`config.mk`:
```
export PLATFORM = sky130hd
export DESIGN_NAME = board_change_detector_flat
export DESIGN_NICKNAME = d
export VERILOG_FILES = /design/src/rtl/board_change_detector_pkg.sv /design/src/rtl/board_change_detector_if.sv /design/src/rtl/board_change_detector_lsb_index_encoder.sv /design/src/rtl/board_change_detector.sv /design/src/flat_wrapper.sv
export SDC_FILE = /design/constraint.sdc
export NUM_CORES = 1
export LEC_CHECK = 0
export ABC_AREA = 1
export CORE_MARGIN = 2
export CORE_UTILIZATION = 50
export DETAILED_ROUTE_END_ITERATION = 7
export PLACE_DENSITY = 0.71
export SYNTH_ARGS = -nofsm -noshare
export SYNTH_HDL_FRONTEND = slang
export SYNTH_SLANG_ARGS = --single-unit
```
`constraint.sdc`:
```
create_clock -name clk -period 7.32 [get_ports clk]
set_input_delay 1.83 -clock clk [delete_from_list [all_inputs] [get_ports clk]]
set_output_delay 1.83 -clock clk [all_outputs]
set_load 0.005 [all_outputs]
```
`src/rtl/board_change_detector_pkg.sv`:
```
// board_pkg: board geometry, FSM state type and a popcount helper shared
// by the board change detector, its interface and its sub-module.
package board_pkg;

    localparam int BOARD_W = 32;
    localparam int IDX_W   = 5;

    typedef enum logic [1:0] {
        ST_INIT   = 2'd0,
        ST_IDLE   = 2'd1,
        ST_LIFTED = 2'd2,
        ST_ERROR  = 2'd3
    } state_t;

    // Number of set bits in a board snapshot.
    function automatic logic [IDX_W:0] popcount(input logic [BOARD_W-1:0] vec);
        logic [IDX_W:0] n;
        n = '0;
        for (int i = 0; i < BOARD_W; i++) begin
            n = n + (IDX_W+1)'(vec[i]);
        end
        return n;
    endfunction

endpackage

```
`src/rtl/board_change_detector_if.sv`:
```
// Scanner / memory-manager side signals of the board change detector.
// master = scanner + status consumer, slave = the detector itself.
// Optional port piece_count exists only when PIECE_COUNT_EN is defined.
interface board_change_detector_if;
    import board_pkg::*;

    logic               scan_valid;
    logic [BOARD_W-1:0] scan_data;
    logic               clear_error;
    logic               board_valid;
    logic [BOARD_W-1:0] stable_board;
    logic               changed;
    logic               move_done;
    logic [IDX_W-1:0]   move_from;
    logic [IDX_W-1:0]   move_to;
    logic               error;
`ifdef PIECE_COUNT_EN
    logic [IDX_W:0]     piece_count;
`endif

    modport master (
        output scan_valid, scan_data, clear_error,
        input  board_valid, stable_board, changed, move_done,
               move_from, move_to, error
`ifdef PIECE_COUNT_EN
        , input piece_count
`endif
    );

    modport slave (
        input  scan_valid, scan_data, clear_error,
        output board_valid, stable_board, changed, move_done,
               move_from, move_to, error
`ifdef PIECE_COUNT_EN
        , output piece_count
`endif
    );

endinterface

```
`src/rtl/board_change_detector_lsb_index_encoder.sv`:
```
// lsb_index_encoder: combinational lowest-set-bit to index converter.
// An all-zero vector encodes as index 0.
module lsb_index_encoder
    import board_pkg::*;
(
    input  logic [BOARD_W-1:0] vec_i,
    output logic [IDX_W-1:0]   idx_o
);

    // Scan from the top down so the lowest set bit is the last one written.
    always_comb begin
        // NOTE: idx_o gets a default before the loop so no path leaves it unassigned (no latch).
        idx_o = '0;
        for (int i = BOARD_W - 1; i >= 0; i--) begin
            if (vec_i[i]) begin
                idx_o = IDX_W'(i);
            end
        end
    end

endmodule

```
`src/rtl/board_change_detector.sv`:
```
// board_change_detector: debounces raw Hall-sensor snapshots into a stable
// board and tracks a lift-then-place human move against a baseline board.
// Define PIECE_COUNT_EN to add the registered piece_count output.
module board_change_detector
    import board_pkg::*;
#(
    parameter int STABLE_SCANS = 4   // legal range 2..15
) (
    input  logic                   clk,
    input  logic                   rst,
    board_change_detector_if.slave bus
);

    localparam logic [3:0] CNT_MAX = 4'(STABLE_SCANS);

    logic [BOARD_W-1:0] cand_q, cand_d;
    logic [3:0]         cnt_q, cnt_d;
    logic [BOARD_W-1:0] stable_q, stable_d;
    logic [BOARD_W-1:0] baseline_q, baseline_d;
    state_t             state_q, state_d;
    logic               board_valid_q, board_valid_d;
    logic               changed_q, changed_d;
    logic               move_done_q, move_done_d;
    logic [IDX_W-1:0]   move_from_q, move_from_d;
    logic [IDX_W-1:0]   move_to_q, move_to_d;

    logic               accept;
    logic [BOARD_W-1:0] lifted, placed;
    logic [IDX_W-1:0]   lifted_idx, placed_idx;
    logic [IDX_W:0]     placed_cnt;

    // At acceptance the candidate equals the incoming snapshot, so it is the new board.
    assign accept     = bus.scan_valid && (bus.scan_data == cand_q) && (cnt_q == CNT_MAX - 4'd1);
    assign lifted     = baseline_q & ~cand_q;
    assign placed     = cand_q & ~baseline_q;
    assign placed_cnt = popcount(placed);

    lsb_index_encoder u_lifted_enc (.vec_i(lifted), .idx_o(lifted_idx));
    lsb_index_encoder u_placed_enc (.vec_i(placed), .idx_o(placed_idx));

    // Next-state: debounce counter, board acceptance and move-tracking FSM.
    always_comb begin
        cand_d        = cand_q;
        cnt_d         = cnt_q;
        stable_d      = stable_q;
        baseline_d    = baseline_q;
        state_d       = state_q;
        board_valid_d = board_valid_q;
        changed_d     = 1'b0;
        move_done_d   = 1'b0;
        move_from_d   = move_from_q;
        move_to_d     = move_to_q;

        if (bus.scan_valid) begin
            if (bus.scan_data == cand_q) begin
                if (cnt_q != CNT_MAX) begin
                    cnt_d = cnt_q + 4'd1;
                end
            end else begin
                cand_d = bus.scan_data;
                cnt_d  = 4'd1;
            end
        end

        if (bus.clear_error) begin
            // Rebase wins over a same-cycle acceptance, which is dropped.
            baseline_d = stable_q;
            if (state_q != ST_INIT) begin
                state_d = ST_IDLE;
            end
        end else if (accept) begin
            if (state_q == ST_INIT) begin
                stable_d      = cand_q;
                baseline_d    = cand_q;
                board_valid_d = 1'b1;
                state_d       = ST_IDLE;
            end else if (cand_q != stable_q) begin
                stable_d  = cand_q;
                changed_d = 1'b1;
                case (state_q)
                    ST_IDLE: begin
                        if (placed != '0) begin
                            state_d = ST_ERROR;
                        end else if (lifted != '0) begin
                            move_from_d = lifted_idx;
                            state_d     = ST_LIFTED;
                        end
                    end
                    ST_LIFTED: begin
                        if (cand_q == baseline_q) begin
                            state_d = ST_IDLE;
                        end else if (placed_cnt == (IDX_W+1)'(1)) begin
                            move_to_d   = placed_idx;
                            move_done_d = 1'b1;
                            baseline_d  = cand_q;
                            state_d     = ST_IDLE;
                        end else if (placed_cnt != '0) begin
                            state_d = ST_ERROR;
                        end
                    end
                    ST_ERROR: begin
                        if (cand_q == baseline_q) begin
                            state_d = ST_IDLE;
                        end
                    end
                    default: state_d = ST_INIT;
                endcase
            end
        end
    end

    // State registers, cleared asynchronously.
    always_ff @(posedge clk or posedge rst) begin
        if (rst) begin
            // NOTE: sequential state uses non-blocking assignments so all registers update together.
            cand_q        <= '0;
            cnt_q         <= '0;
            stable_q      <= '0;
            baseline_q    <= '0;
            state_q       <= ST_INIT;
            board_valid_q <= 1'b0;
            changed_q     <= 1'b0;
            move_done_q   <= 1'b0;
            move_from_q   <= '0;
            move_to_q     <= '0;
        end else begin
            cand_q        <= cand_d;
            cnt_q         <= cnt_d;
            stable_q      <= stable_d;
            baseline_q    <= baseline_d;
            state_q       <= state_d;
            board_valid_q <= board_valid_d;
            changed_q     <= changed_d;
            move_done_q   <= move_done_d;
            move_from_q   <= move_from_d;
            move_to_q     <= move_to_d;
        end
    end

`ifdef PIECE_COUNT_EN
    logic [IDX_W:0] piece_count_q;

    // Piece count tracks the stable board on the same edge.
    always_ff @(posedge clk or posedge rst) begin
        if (rst) begin
            piece_count_q <= '0;
        end else begin
            piece_count_q <= popcount(stable_d);
        end
    end

    assign bus.piece_count = piece_count_q;
`endif

    assign bus.board_valid  = board_valid_q;
    assign bus.stable_board = stable_q;
    assign bus.changed      = changed_q;
    assign bus.move_done    = move_done_q;
    assign bus.move_from    = move_from_q;
    assign bus.move_to      = move_to_q;
    assign bus.error        = (state_q == ST_ERROR);

endmodule
```
`src/flat_wrapper.sv`:
```
// flat-port wrapper written by rule: the top's interface ports become plain ports
module board_change_detector_flat import board_pkg::*;
#(
    parameter int STABLE_SCANS = 4                       
)
  (clk, rst, bus_scan_valid, bus_scan_data, bus_clear_error, bus_board_valid, bus_stable_board, bus_changed, bus_move_done, bus_move_from, bus_move_to, bus_error);
  board_change_detector_if bus_i ();
  input  logic clk;
  input  logic rst;
  input wire logic [$bits(bus_i.scan_valid)-1:0] bus_scan_valid;
  input wire logic [$bits(bus_i.scan_data)-1:0] bus_scan_data;
  input wire logic [$bits(bus_i.clear_error)-1:0] bus_clear_error;
  output wire logic [$bits(bus_i.board_valid)-1:0] bus_board_valid;
  output wire logic [$bits(bus_i.stable_board)-1:0] bus_stable_board;
  output wire logic [$bits(bus_i.changed)-1:0] bus_changed;
  output wire logic [$bits(bus_i.move_done)-1:0] bus_move_done;
  output wire logic [$bits(bus_i.move_from)-1:0] bus_move_from;
  output wire logic [$bits(bus_i.move_to)-1:0] bus_move_to;
  output wire logic [$bits(bus_i.error)-1:0] bus_error;
  assign bus_i.scan_valid = bus_scan_valid;
  assign bus_i.scan_data = bus_scan_data;
  assign bus_i.clear_error = bus_clear_error;
  assign bus_board_valid = bus_i.board_valid;
  assign bus_stable_board = bus_i.stable_board;
  assign bus_changed = bus_i.changed;
  assign bus_move_done = bus_i.move_done;
  assign bus_move_from = bus_i.move_from;
  assign bus_move_to = bus_i.move_to;
  assign bus_error = bus_i.error;
  board_change_detector #(.STABLE_SCANS(STABLE_SCANS)) u_core (.clk(clk), .rst(rst), .bus(bus_i));
endmodule
```
# == Word level (Yosys, flattened, before mapping) ==
# Cells that the tools add are included.
# totals
ff_bits,115
input_bits,36
elab_cells,184
# op_classes
n_mux,98
bitwise,9
eq_ne,15
n_reduce_logical,20
n_addsub,32
# ops
cell,count
5-bit two-way mux,64
32-bit two-way mux,9
6-bit by 1-bit adder with 6-bit output,30
32-bit bitwise AND,2
32-bit == test,2
32-bit inverter,2
32-bit nonzero test,2
32-bit inequality test,1
2-bit two-way mux,11
7-bit AND reduction,2
1-bit two-way mux,11
3-bit nonzero test,3
4-bit two-way mux,2
6-bit by 1-bit == test with 1-bit output (second input constant),1
6-bit by 2-bit inequality test with 1-bit output (second input constant),1
2-bit case mux with 3 select lines,1
3-bit AND reduction,2
6-bit AND reduction,1
2-bit nonzero test,3
6-bit nonzero test,1
5-bit by 2-bit inequality test with 1-bit output (second input constant),1
1-bit inverter,5
5-bit AND reduction,1
4-bit by 1-bit adder with 4-bit output (second input constant),1
12 further kinds,15

# == Logic depth before layout (Yosys ltp) ==
# logic_depth
depth_word,42
depth_mapped,35
mapped_depth_nobuf,35

# == Cells and area by module ==
# From an unflattened synthesis, not the netlist that was laid out.
# unflattened
cells_unflattened,1293
hier_area_um2,9211.3
# by_module_without_submodules
module,cells_per_inst,n_inst,area_per_inst_um2,seq_area_each_um2
board_change_detector,1089,1,8345.5,2877.8
lsb_index_encoder,102,2,432.9,0.0

# == Worst setup path after synthesis ==
# No wires, ideal clock.
# synth_timing
kind,flip-flop to flip-flop
from,register u_core.cand_q[0]
to,register u_core.baseline_q[22]
synth_period_minus_slack_ns,6.326
path_buffers,1
path_stages_with_launch,29
setup_ns,0.083
setup_slack_ns,0.994
arrival_ns,6.244
path_cell_list,dfrtp_1 -> ha_1 -> inv_1 -> ha_1 -> inv_1 -> fa_1 -> fa_1 -> inv_1 -> fa_1 -> fa_1 -> fa_1 -> inv_1 -> fa_1 -> inv_1 -> fa_1 -> inv_1 -> fa_1 -> nor2_1 -> o21ai_0 -> nor3b_1 -> a21oi_1 -> nor2_1 -> inv_1 -> nor4_2 -> a21oi_1 -> o21ai_4 -> buf_4 -> o211ai_1 -> o21ai_0
# synth_via
elab_chain_cells,35
word_cells_on_any_way,43
# synth_rtl
item,line,source
"start, declared",board_change_detector.sv:16,"logic [BOARD_W-1:0] cand_q, cand_d;"
"start signal, assigned",board_change_detector.sv:127,cand_q <= cand_d;
32-bit bitwise AND,board_change_detector.sv:35,assign placed = cand_q & ~baseline_q;
1-bit by 1-bit adder with 2-bit output,board_change_detector_pkg.sv:20,n = n + (IDX_W+1)'(vec[i]);
6-bit by 1-bit adder with 6-bit output (30 in a row),board_change_detector_pkg.sv:20,
6-bit by 1-bit == test with 1-bit output,board_change_detector.sv:92,end else if (placed_cnt == (IDX_W+1)'(1)) begin
3-bit nonzero test (no source line),--,
5-bit AND reduction (no source line) (*),--,
"end signal, assigned",board_change_detector.sv:130,baseline_q <= baseline_d;
"end, declared",board_change_detector.sv:19,"logic [BOARD_W-1:0] baseline_q, baseline_d;"
# Every way passes the cells marked *; elsewhere a longest branch is shown, timed or not.
# A chain may end at the register's enable or synchronous reset.

# == Worst setup path in the final report ==
# layout_timing
from,register u_core.cand_q[0]
to,register u_core.baseline_q[2]
# Same word-level chain as after synthesis.

==> key figures <==
Status
  • Status: finished, final reports clean

Synthesis
  • Mapped cell area: 8290 µm²
  • Synthesis-stage register bit count: 115
  • Largest family of logic cells by synthesized area: simple AND/OR/NAND/NOR gates
  • Sequential area share after synthesis: 34.7%
  • Synth Net Count: 1229
  • EDFF count, synth: 0
  • Simple-gate share of the synthesized area: 22.6%
  • Yosys Warn Count: 0
  • Mapped Avg Cell Area: 7.60 µm²
  • Top FF cell, synth: dfrtp_1
  • Adder-Cell Fraction of Synth Area: 17.5%
  • Yosys cell types: 37
  • Multiplexer share of the synthesized area: 0.136%
  • Synth Area in Compound Gates: 11.1%
  • Post-synthesis cell count: 1091
  • Synth Area in XOR/XNOR: 2.64%
  • Ys async rst share: 100%

Drt
  • Drt pass-1 iters: 5
  • ANT nets after route: 0
  • Residual DRC: 0
  • DR vias: 7098
  • Initial DRC count: 356
  • Drt total wl: 20.2 mm
  • Wire per inst: 14.4 µm
  • Vias per cell: 5.07

Global routing
  • Largest net degree at the start of global routing: 69
  • GRT Util Overall: 24.6%
  • Remaining global-route overflow: 0
  • Initial antenna violation count: 0
  • First-pass GRT wire length: 34.1 mm
  • Vias in the first global route: 6788

Floorplan
  • I/O pin count: 82
  • Row cnt: 47
  • Core box area: 16400 µm²
  • Die width: 133 µm
  • Initial Util: 50.5%
  • Die span in y: 133 µm
  • Die area: 17600 µm²

Finish
  • Most frequent cells in the layout: nand2_1 (306), inv_1 (199), dfrtp_1 (115)
  • N_diodes: 0
  • Final instance area: 9930 µm²
  • Most common cell after layout, fill and taps aside: nand2_1
  • Filler cell count: 1455
  • Area grow syn2layout: 19.8%
  • Layout cell share with drive strength beyond 1: 6.27%
  • Layout Nets: 1307

Clock tree
  • Clk sinks: 115
  • Number of buffers created by CTS: 17
  • Post-CTS Hold Fix Bufs: 0
  • Worst skew pair latency: 0.43 ns
  • H-tree depth: 4
  • CTS tree: built
  • Root Driver: clkbuf_16
  • Setup bufs post-CTS: 0
  • Bufs on Longest Clock Path: 2
  • Clock slew at reported path FFs: 0.05 ns

Worst setup path
  • CP required: 7.65 ns
  • Reg2reg setup slack: 0.54 ns
  • Max incr delay on CP: 0.53 ns
  • Crit-path leading delay family: adder cells
  • WP buf/inv: 8
  • Reg2reg path depth: 28
  • Reg-to-Reg End: u_core.baseline_q[2]
  • Critical Path AT: 7.11 ns
  • Crit Path Max Fanout: 24
  • Setup CP Type: reg2reg
  • Most frequent CP cell: fa_1
  • Slowest CP cell: fa_1
  • Startpoint types: flip-flop
  • Worst R2R Start: u_core.cand_q[0]
  • Setup crit end kind: flip-flop

STA
  • RSZ-0062 raised after global routing: no
  • Fmax: 147 MHz
  • Clock Skews: 0.00999 ns
  • Setup Viol. Count Final: 0
  • Fin. Hold Viols: 0
  • Final Cycle Share: 92.6%
  • Worst slew pin tran: 1.15 ns
  • Setup WS post-layout: 0.540 ns
  • Rel. slew slack: 23.0%
  • Post-route minimum period: 6.78 ns
  • Setup TNS: 0 ns
  • Pins Over Slew Limit: 0

Pwr
  • Peak supply drop: 338 µV
  • Leakage power: 4.92 nW
  • PwrDens: 285 nW/µm²

Min path
  • Hold_sp: u_core.bus.move_from[4]
  • Worst Hold End: u_core.bus.move_from[4]
  • Min-Delay Path Class: reg2reg
  • Hold depth: 2

Placed design
  • Dpl cell area: 9300 µm²
  • Final Wtd Congestion: 0.911
  • Post-DP HPWL: 15.2 mm
  • Dpl ws: 0.478 ns
  • Port Buffers: 81

Run
  • Max-cap violations: 0
-- sequential cells by signal, summed over array words and instances (netlist names) --
name,cells
u_core.bus.changed,1
u_core.cnt_q,4
u_core.bus.stable_board,32
u_core.baseline_q,32
u_core.bus.move_to,5
u_core.bus.board_valid,1
u_core.cand_q,32
u_core.state_q,2
u_core.bus.move_from,5
u_core.bus.move_done,1
-- cell usage after synthesis, types with 4 or more instances --
cell      instances  area [µm²]
xnor2_1          23         201
clkbuf_1         20        75.1
or2_2            13        81.3
inv_2            18        67.6
nor2_1           46         173
o21ai_0         103         515
nand4_1          25         156
dfrtp_1         115        2880
fa_1             23         460
ha_1             79         988
nor4_1           19         119
nand3_1          22         110
o211ai_1         32         240
inv_1           201         754
nand2_1         308        1160
o21ai_1           4        20.0
a21oi_1           8        40.0
-- final cells by class --
cell class | count | area (µm²) | share of cell area [%]
clock buffers | 21 | 470 | 4.74
clock inverters | 10 | 155 | 1.56
inverters | 219 | 825 | 8.30
multi-input cells | 731 | 4480 | 45.1
flip-flops and latches | 115 | 2880 | 29.0
well taps | 220 | 275 | 2.77
repair buffers | 85 | 845 | 8.51
-- report_power, final --
| part | switching, mW | internal [mW] | total [mW] | leakage (nW) |
|---|---|---|---|---|
| sequential | 0.0383 | 0.672 | 0.710 | 1.50 |
| clock | 0.294 | 0.591 | 0.886 | 0.305 |
| combinational | 0.731 | 0.499 | 1.23 | 3.11 |
-- cell families after synthesis --
family                     count (synthesis)
AOI/OAI and AO/OA                        159
xor gates and xnor gates                  25
adders and majority gates                102
buffers and inverters                    245
DFF                                      115
muxes                                      1
and+or+nand+nor                          444
-- worst register-to-register path, delay by kind of cell, from the launching register on --
kind | cells | cell delay (ns)
AOI/OAI and AO/OA | 6 | 0.76
adders and majority gates | 10 | 4.13
buffers and inverters | 8 | 0.72
DFF | 1 | 0.43
and+or+nand+nor | 4 | 0.65
-- worst max path at each step --
stage	startpoint	end	slack, ns	cells after the start
global route	u_core.cand_q[0]	u_core.baseline_q[14]	0.03	28
finish	u_core.cand_q[0]	u_core.baseline_q[2]	0.54	28
global placement	u_core.cand_q[0]	u_core.baseline_q[23]	0.64	28
floorplan	u_core.cand_q[0]	u_core.baseline_q[22]	0.99	28
CTS	u_core.cand_q[0]	u_core.baseline_q[27]	0.46	28
detailed placement	u_core.cand_q[0]	u_core.baseline_q[12]	0.48	28
-- metrics by stage --
stage / hold slack (ns) / util, % / power [mW] / instances
after floorplan: 0.468 / - / 1.70 / 1091
after global placement: 0.469 / 56.7 / 1.91 / 1370
after detailed placement: 0.478 / 56.7 / 1.94 / 1370
after CTS: 0.490 / 60.5 / 2.84 / 1401
after global routing: 0.507 / 60.5 / 3.09 / 1401
final: 0.489 / 60.5 / 2.83 / 1401
-- timing repair --
item                                   4_1_cts  5_1_grt
endpoints found under the hold margin        0        0
resized for setup                            0        1
setup endpoints to repair                    0       16
-- routing by layer --
layer	GRT usage [%]	part of all wire [%]
met3	4.90	5.2
met2	37.7	45
met4	9.86	2.5
met5	0	0
met1	34.2	48
(Power assumes the default switching activity.)
